==> config.mk <==
export PLATFORM = sky130hd
export DESIGN_NAME = acc_stack_flat
export DESIGN_NICKNAME = d
export VERILOG_FILES = /design/src/rtl/acc_stack_if.sv /design/src/rtl/acc_stack.sv /design/src/flat_wrapper.sv
export SDC_FILE = /design/constraint.sdc
export NUM_CORES = 1
export LEC_CHECK = 0
export ABC_CLOCK_PERIOD_IN_PS = 3000
export CORE_ASPECT_RATIO = 0.8
export CORE_MARGIN = 2
export CORE_UTILIZATION = 60
export CTS_BUF_LIST = sky130_fd_sc_hd__clkbuf_8
export CTS_CLUSTER_DIAMETER = 150
export DETAILED_ROUTE_END_ITERATION = 16
export MAX_ROUTING_LAYER = met4
export PLACE_DENSITY_LB_ADDON = 0.12
export SLEW_MARGIN = 25
export SYNTH_ARGS = -nofsm -noshare
export SYNTH_HDL_FRONTEND = slang
export SYNTH_SLANG_ARGS = --single-unit
==> constraint.sdc <==
create_clock -name clk -period 3 [get_ports clk]
set_clock_uncertainty 0.05 [all_clocks]
set_input_delay 0.3 -clock clk [delete_from_list [all_inputs] [get_ports clk]]
set_output_delay 0.3 -clock clk [all_outputs]
set_load 0.02 [all_outputs]
==> src/rtl/acc_stack_if.sv <==
// Bus bundle for the accumulator-with-shadow-stack block: control/data in,
// accumulator and stack status out.
interface acc_stack_if #(
  parameter int WIDTH = 5,
  parameter int DEPTH = 4
);
  localparam int CW = $clog2(DEPTH + 1);

  logic             notLoadA;
  logic [2:0]       op;
  logic [WIDTH-1:0] ALU_Result;
  logic             clrErr;
  logic [WIDTH-1:0] A_Result;
  logic             A_Zero;
  logic [CW-1:0]    stackCount;
  logic             stackFull;
  logic             stackEmpty;
  logic             stackErr;

  modport master (
    output notLoadA, op, ALU_Result, clrErr,
    input  A_Result, A_Zero, stackCount, stackFull, stackEmpty, stackErr
  );

  modport slave (
    input  notLoadA, op, ALU_Result, clrErr,
    output A_Result, A_Zero, stackCount, stackFull, stackEmpty, stackErr
  );
endinterface

==> src/rtl/acc_stack.sv <==
// Accumulator register with shift/inc/dec/clear ops and a small LIFO shadow
// stack for saving/restoring it; sticky error flag on stack over/underflow.
module acc_stack #(
  parameter int WIDTH = 5,
  parameter int DEPTH = 4
) (
  input logic        clk,
  input logic        reset,
  acc_stack_if.slave bus
);
  localparam int CW = $clog2(DEPTH + 1);
  localparam int IW = (DEPTH > 1) ? $clog2(DEPTH) : 1;
  localparam logic [CW-1:0] DEPTH_C = CW'(DEPTH);

  typedef enum logic [2:0] {
    OP_LOAD = 3'b000,
    OP_SHL  = 3'b001,
    OP_SHR  = 3'b010,
    OP_INC  = 3'b011,
    OP_DEC  = 3'b100,
    OP_CLR  = 3'b101,
    OP_PUSH = 3'b110,
    OP_POP  = 3'b111
  } op_t;

  logic [WIDTH-1:0] a_reg, a_next;
  logic [CW-1:0]    count_reg, count_next;
  logic             err_reg, err_next;
  logic             err_set;
  logic             push_en;
  logic             full, empty;
  logic [CW-1:0]    count_dec;
  logic [IW-1:0]    push_idx, pop_idx;

  // Entries are not reset; only those below count_reg are ever read back.
  logic [WIDTH-1:0] entry [0:(1<<IW)-1];

  assign full      = (count_reg == DEPTH_C);
  assign empty     = (count_reg == '0);
  assign count_dec = count_reg - CW'(1);
  assign push_idx  = count_reg[IW-1:0];
  assign pop_idx   = count_dec[IW-1:0];

  always_comb begin
    a_next     = a_reg;
    count_next = count_reg;
    err_set    = 1'b0;
    push_en    = 1'b0;
    if (!bus.notLoadA) begin
      case (op_t'(bus.op))
        OP_LOAD: a_next = bus.ALU_Result;
        OP_SHL:  a_next = {a_reg[WIDTH-2:0], 1'b0};
        OP_SHR:  a_next = {1'b0, a_reg[WIDTH-1:1]};
        OP_INC:  a_next = a_reg + WIDTH'(1);
        OP_DEC:  a_next = a_reg - WIDTH'(1);
        OP_CLR:  a_next = '0;
        OP_PUSH: begin
          if (full) begin
            err_set = 1'b1;
          end else begin
            push_en    = 1'b1;
            count_next = count_reg + CW'(1);
          end
        end
        OP_POP: begin
          if (empty) begin
            err_set = 1'b1;
          end else begin
            a_next     = entry[pop_idx];
            count_next = count_dec;
          end
        end
        default: a_next = a_reg;
      endcase
    end
    // A new error wins over a simultaneous clear.
    if (err_set)
      err_next = 1'b1;
    else if (bus.clrErr)
      err_next = 1'b0;
    else
      err_next = err_reg;
  end

  always_ff @(posedge clk or posedge reset) begin
    if (reset) begin
      a_reg     <= '0;
      count_reg <= '0;
      err_reg   <= 1'b0;
    end else begin
      a_reg     <= a_next;
      count_reg <= count_next;
      err_reg   <= err_next;
    end
  end

  always_ff @(posedge clk) begin
    if (push_en)
      entry[push_idx] <= a_reg;
  end

  assign bus.A_Result   = a_reg;
  assign bus.A_Zero     = (a_reg == '0);
  assign bus.stackCount = count_reg;
  assign bus.stackFull  = full;
  assign bus.stackEmpty = empty;
  assign bus.stackErr   = err_reg;
endmodule

==> src/flat_wrapper.sv <==
// flat-port wrapper written by rule: the top's interface ports become plain ports
module acc_stack_flat 
#(
  parameter int WIDTH = 5,
  parameter int DEPTH = 4
)
  (clk, reset, bus_notLoadA, bus_op, bus_ALU_Result, bus_clrErr, bus_A_Result, bus_A_Zero, bus_stackCount, bus_stackFull, bus_stackEmpty, bus_stackErr);
  acc_stack_if #(.WIDTH(WIDTH), .DEPTH(DEPTH)) bus_i ();
  input logic clk;
  input logic reset;
  input wire logic [$bits(bus_i.notLoadA)-1:0] bus_notLoadA;
  input wire logic [$bits(bus_i.op)-1:0] bus_op;
  input wire logic [$bits(bus_i.ALU_Result)-1:0] bus_ALU_Result;
  input wire logic [$bits(bus_i.clrErr)-1:0] bus_clrErr;
  output wire logic [$bits(bus_i.A_Result)-1:0] bus_A_Result;
  output wire logic [$bits(bus_i.A_Zero)-1:0] bus_A_Zero;
  output wire logic [$bits(bus_i.stackCount)-1:0] bus_stackCount;
  output wire logic [$bits(bus_i.stackFull)-1:0] bus_stackFull;
  output wire logic [$bits(bus_i.stackEmpty)-1:0] bus_stackEmpty;
  output wire logic [$bits(bus_i.stackErr)-1:0] bus_stackErr;
  assign bus_i.notLoadA = bus_notLoadA;
  assign bus_i.op = bus_op;
  assign bus_i.ALU_Result = bus_ALU_Result;
  assign bus_i.clrErr = bus_clrErr;
  assign bus_A_Result = bus_i.A_Result;
  assign bus_A_Zero = bus_i.A_Zero;
  assign bus_stackCount = bus_i.stackCount;
  assign bus_stackFull = bus_i.stackFull;
  assign bus_stackEmpty = bus_i.stackEmpty;
  assign bus_stackErr = bus_i.stackErr;
  acc_stack #(.WIDTH(WIDTH), .DEPTH(DEPTH)) u_core (.clk(clk), .reset(reset), .bus(bus_i));
endmodule
==> metrics.md <==
| Metric | Value |
|---|---|
| Status | `finished clean` |
| Clk slew on worst S/H paths | `0.06 ns` |
| Largest net degree at the start of global routing | `16` |
| DR vias | `1,271` |
| CP Max Fanout | `9` |
| Drt total wl | `3759 um` |
| Sequential share of power | `38.1%` |
| CP startpoint kind | `flip-flop` |
| Clock root buffer | `clkbuf_8` |
| Final min period | `2.467 ns` |
| Die width | `62.99 um` |
| Clock share of power | `18.8%` |
| Starting density of the core | `61.83%` |
| DR vias/cell | `6.140` |
| FF-to-FF Start | `u_core.bus.stackCount[0]` |
| # hold bufs at CTS | `0` |
| Clk_lat worst skew | `0.28 ns` |
| # Post-CTS Setup Buffers | `0` |
| Comb pwr share | `43.2%` |
| Sink Count | `29` |
| Slew at the pin with the worst max-slew slack | `0.4996 ns` |
| Commonest non-fill, non-tap cells in the layout | `clkdlybuf4s50_1, edfxtp_1, inv_1` |
| Die area | `3224 um^2` |
| Crit path DAT | `2.12 ns` |
| # setup viols final | `0` |
| Worst Slack Setup Final | `0.5330 ns` |
| Initial antenna violation count | `0` |
| Commonest non-fill, non-tap cell in the layout | `clkdlybuf4s50_1` |
| Die Height | `51.19 um` |
| Sequential share of the synthesized area | `49.44%` |
| Drt pass-1 iters | `4` |
| Critical path endpoint category | `output port` |
| DR DRC count | `0` |
| Rel. slew slack | `66.39%` |
| Pint | `0.9955 mW` |
| Critical path class | `flip-flop to output port` |
| Remaining antenna violation count | `0` |
| Final Hold Viols | `0` |
| Hold WC Path Type | `primary input to asynchronous set/reset pin` |
| Peak Freq | `0.4053 GHz` |
| Number of synthesized flops with an enable pin | `20` |
| Area growth syn-to-layout | `20.22%` |
| Fin nets | `187` |
| Max Cap Viol | `0` |
| Mapped Cells | `142` |
| Share of cells above drive strength 1 | `13.02%` |
| Port bufs | `23` |
| Net Sw Frac | `37.13%` |
| TritonCTS Buffers | `5` |
| Worst-case hold slack | `0.2451 ns` |
| Mean Syn Cell Area | `11.76 um^2` |
| Post-CTS Resized | `0` |
| Max Root-Sink Buffers | `2` |
| Register Area | `825.8 um^2` |
| VDD IR-drop max | `0.5104 mV` |
| GRT Overall Usage | `25.93%` |
| Synth Flop Type | `edfxtp_1` |
| Power density cells | `788.5 nW/um^2` |
| Dpl ws | `0.4713 ns` |
| 1st-iter DRT viols | `115` |
| Final core occ | `74.34%` |
| CTS tree | `built` |
| Ys async rst share | `31.03%` |
| Grt ovf | `0` |
| Global-route wire length before repair | `5982 um` |
| Vias in the first global route | `1,253` |
| Antenna cell count | `0` |
| Post-Syn Area | `1670 um^2` |
| Crit path launch | `u_core.bus.stackCount[0]` |
| Psw | `0.5879 mW` |
| Row count | `17` |
| Fill cells | `192` |
| Setup_tns | `0 ns` |
| Routed len/inst | `18.16 um` |
| Syn Nets | `161` |
| Slew Viols, Final | `0` |
| CP required | `2.65 ns` |
| Multi-input logic area | `754.5 um^2` |
| RSZ-0062 raised after global routing | `no` |
| Top-level I/O count | `24` |
| H-Tree Depth | `2` |
| Synthesis Warnings | `0` |
| LEAKAGE | `0.7496 nW` |
| Period utilization | `82.23%` |
| Synth unique cells | `49` |
| Total core area | `2701 um^2` |
| Flops & latches, synth | `29` |
| Post-DP HPWL | `2764 um` |
| Placer Congestion | `0.9253` |
flip-flops by register name, indices dropped and copies added, names as in the netlist:
name and cells:
u_core.bus.A_Result 5, u_core.bus.stackCount 3, u_core.bus.stackErr 1, u_core.entry 20
worst paths after layout:
| check | to | slack [ns] | cells past startpoint |
|---|---|---|---|
| max | bus_stackEmpty | 0.53 | 5 |
| min | u_core.bus.A_Result[0] | 0.25 | 2 |
| max reg2reg | u_core.entry[0][2] | 0.75 | 6 |
| min reg2reg | u_core.bus.stackErr | 0.50 | 2 |
| max in group asynchronous | u_core.bus.stackCount[0] | 2.38 | 2 |
| min in group clk | u_core.bus.stackErr | 0.50 | 2 |
cells by family after synthesis:
logic type	after synthesis	share of synthesized area, %
compound gates	39	16.25
xor+xnor	5	2.622
fa+ha+maj	7	5.243
buf+inv	18	5.393
flops	29	49.44
mux	7	8.015
simple gates	37	13.03
power by group through the flow:
stage	clock network [mW]	registers (mW)	logic [mW]
after CTS	0.301	0.603	0.686
after detailed placement	0	0.611	0.676
after floorplan	0	0.625	0.424
final	0.297	0.603	0.684
after global routing	0.316	0.615	0.744
after global placement	0	0.601	0.665
cell type report:
class,count,share of cell area [%]
sequential,29,41.12
tap,38,2.368
clock buffer,5,3.427
timing repair buffer,27,12.96
clock inverter,3,0.6854
multi-input combinational,95,37.57
inverter,10,1.869
worst max-delay path, stage by stage (launching register included):
cell and delay, ns:
dfrtp_1 0.36, buf_4 0.18, inv_1 0.16, ha_1 0.28, nor2b_1 0.23, clkdlybuf4s50_1 0.64
routing by layer:
layer	vias up	global-route usage [%]	routed length, um
met4	0	9.259	30
li1	597	-	-
met3	4	6.828	280
met1	615	32.25	1609
met5	-	-	0
met2	55	41.67	1839
metrics by stage:
stage,power [mW],cell area (um^2),cells
after global placement,1.266,1926,199
after detailed placement,1.287,1926,199
after global routing,1.675,2008,207
after CTS,1.590,2008,207
final,1.583,2008,207
after floorplan,1.049,1670,142
synth_stat cells, drive strengths merged, types with 2 or more instances:
master	number	area share [%]
edfxtp	20	36
inv	10	2.2
nand2	10	2.7
o21ai	10	3.0
dfrtp	9	13
ha	7	5.2
buf	6	2.7
a21oi	5	1.5
and2	5	1.9
mux4	5	6.7
nor2	5	1.3
o22ai	4	1.5
xnor2	4	2.1
a31oi	3	1.1
nand3	3	0.90
o221ai	3	1.6
a221oi	2	1.0
clkbuf	2	0.45
nand2b	2	0.75
nor2b	2	0.75
o211ai	2	0.90
or3	2	0.75
(Power assumes the default switching activity.)
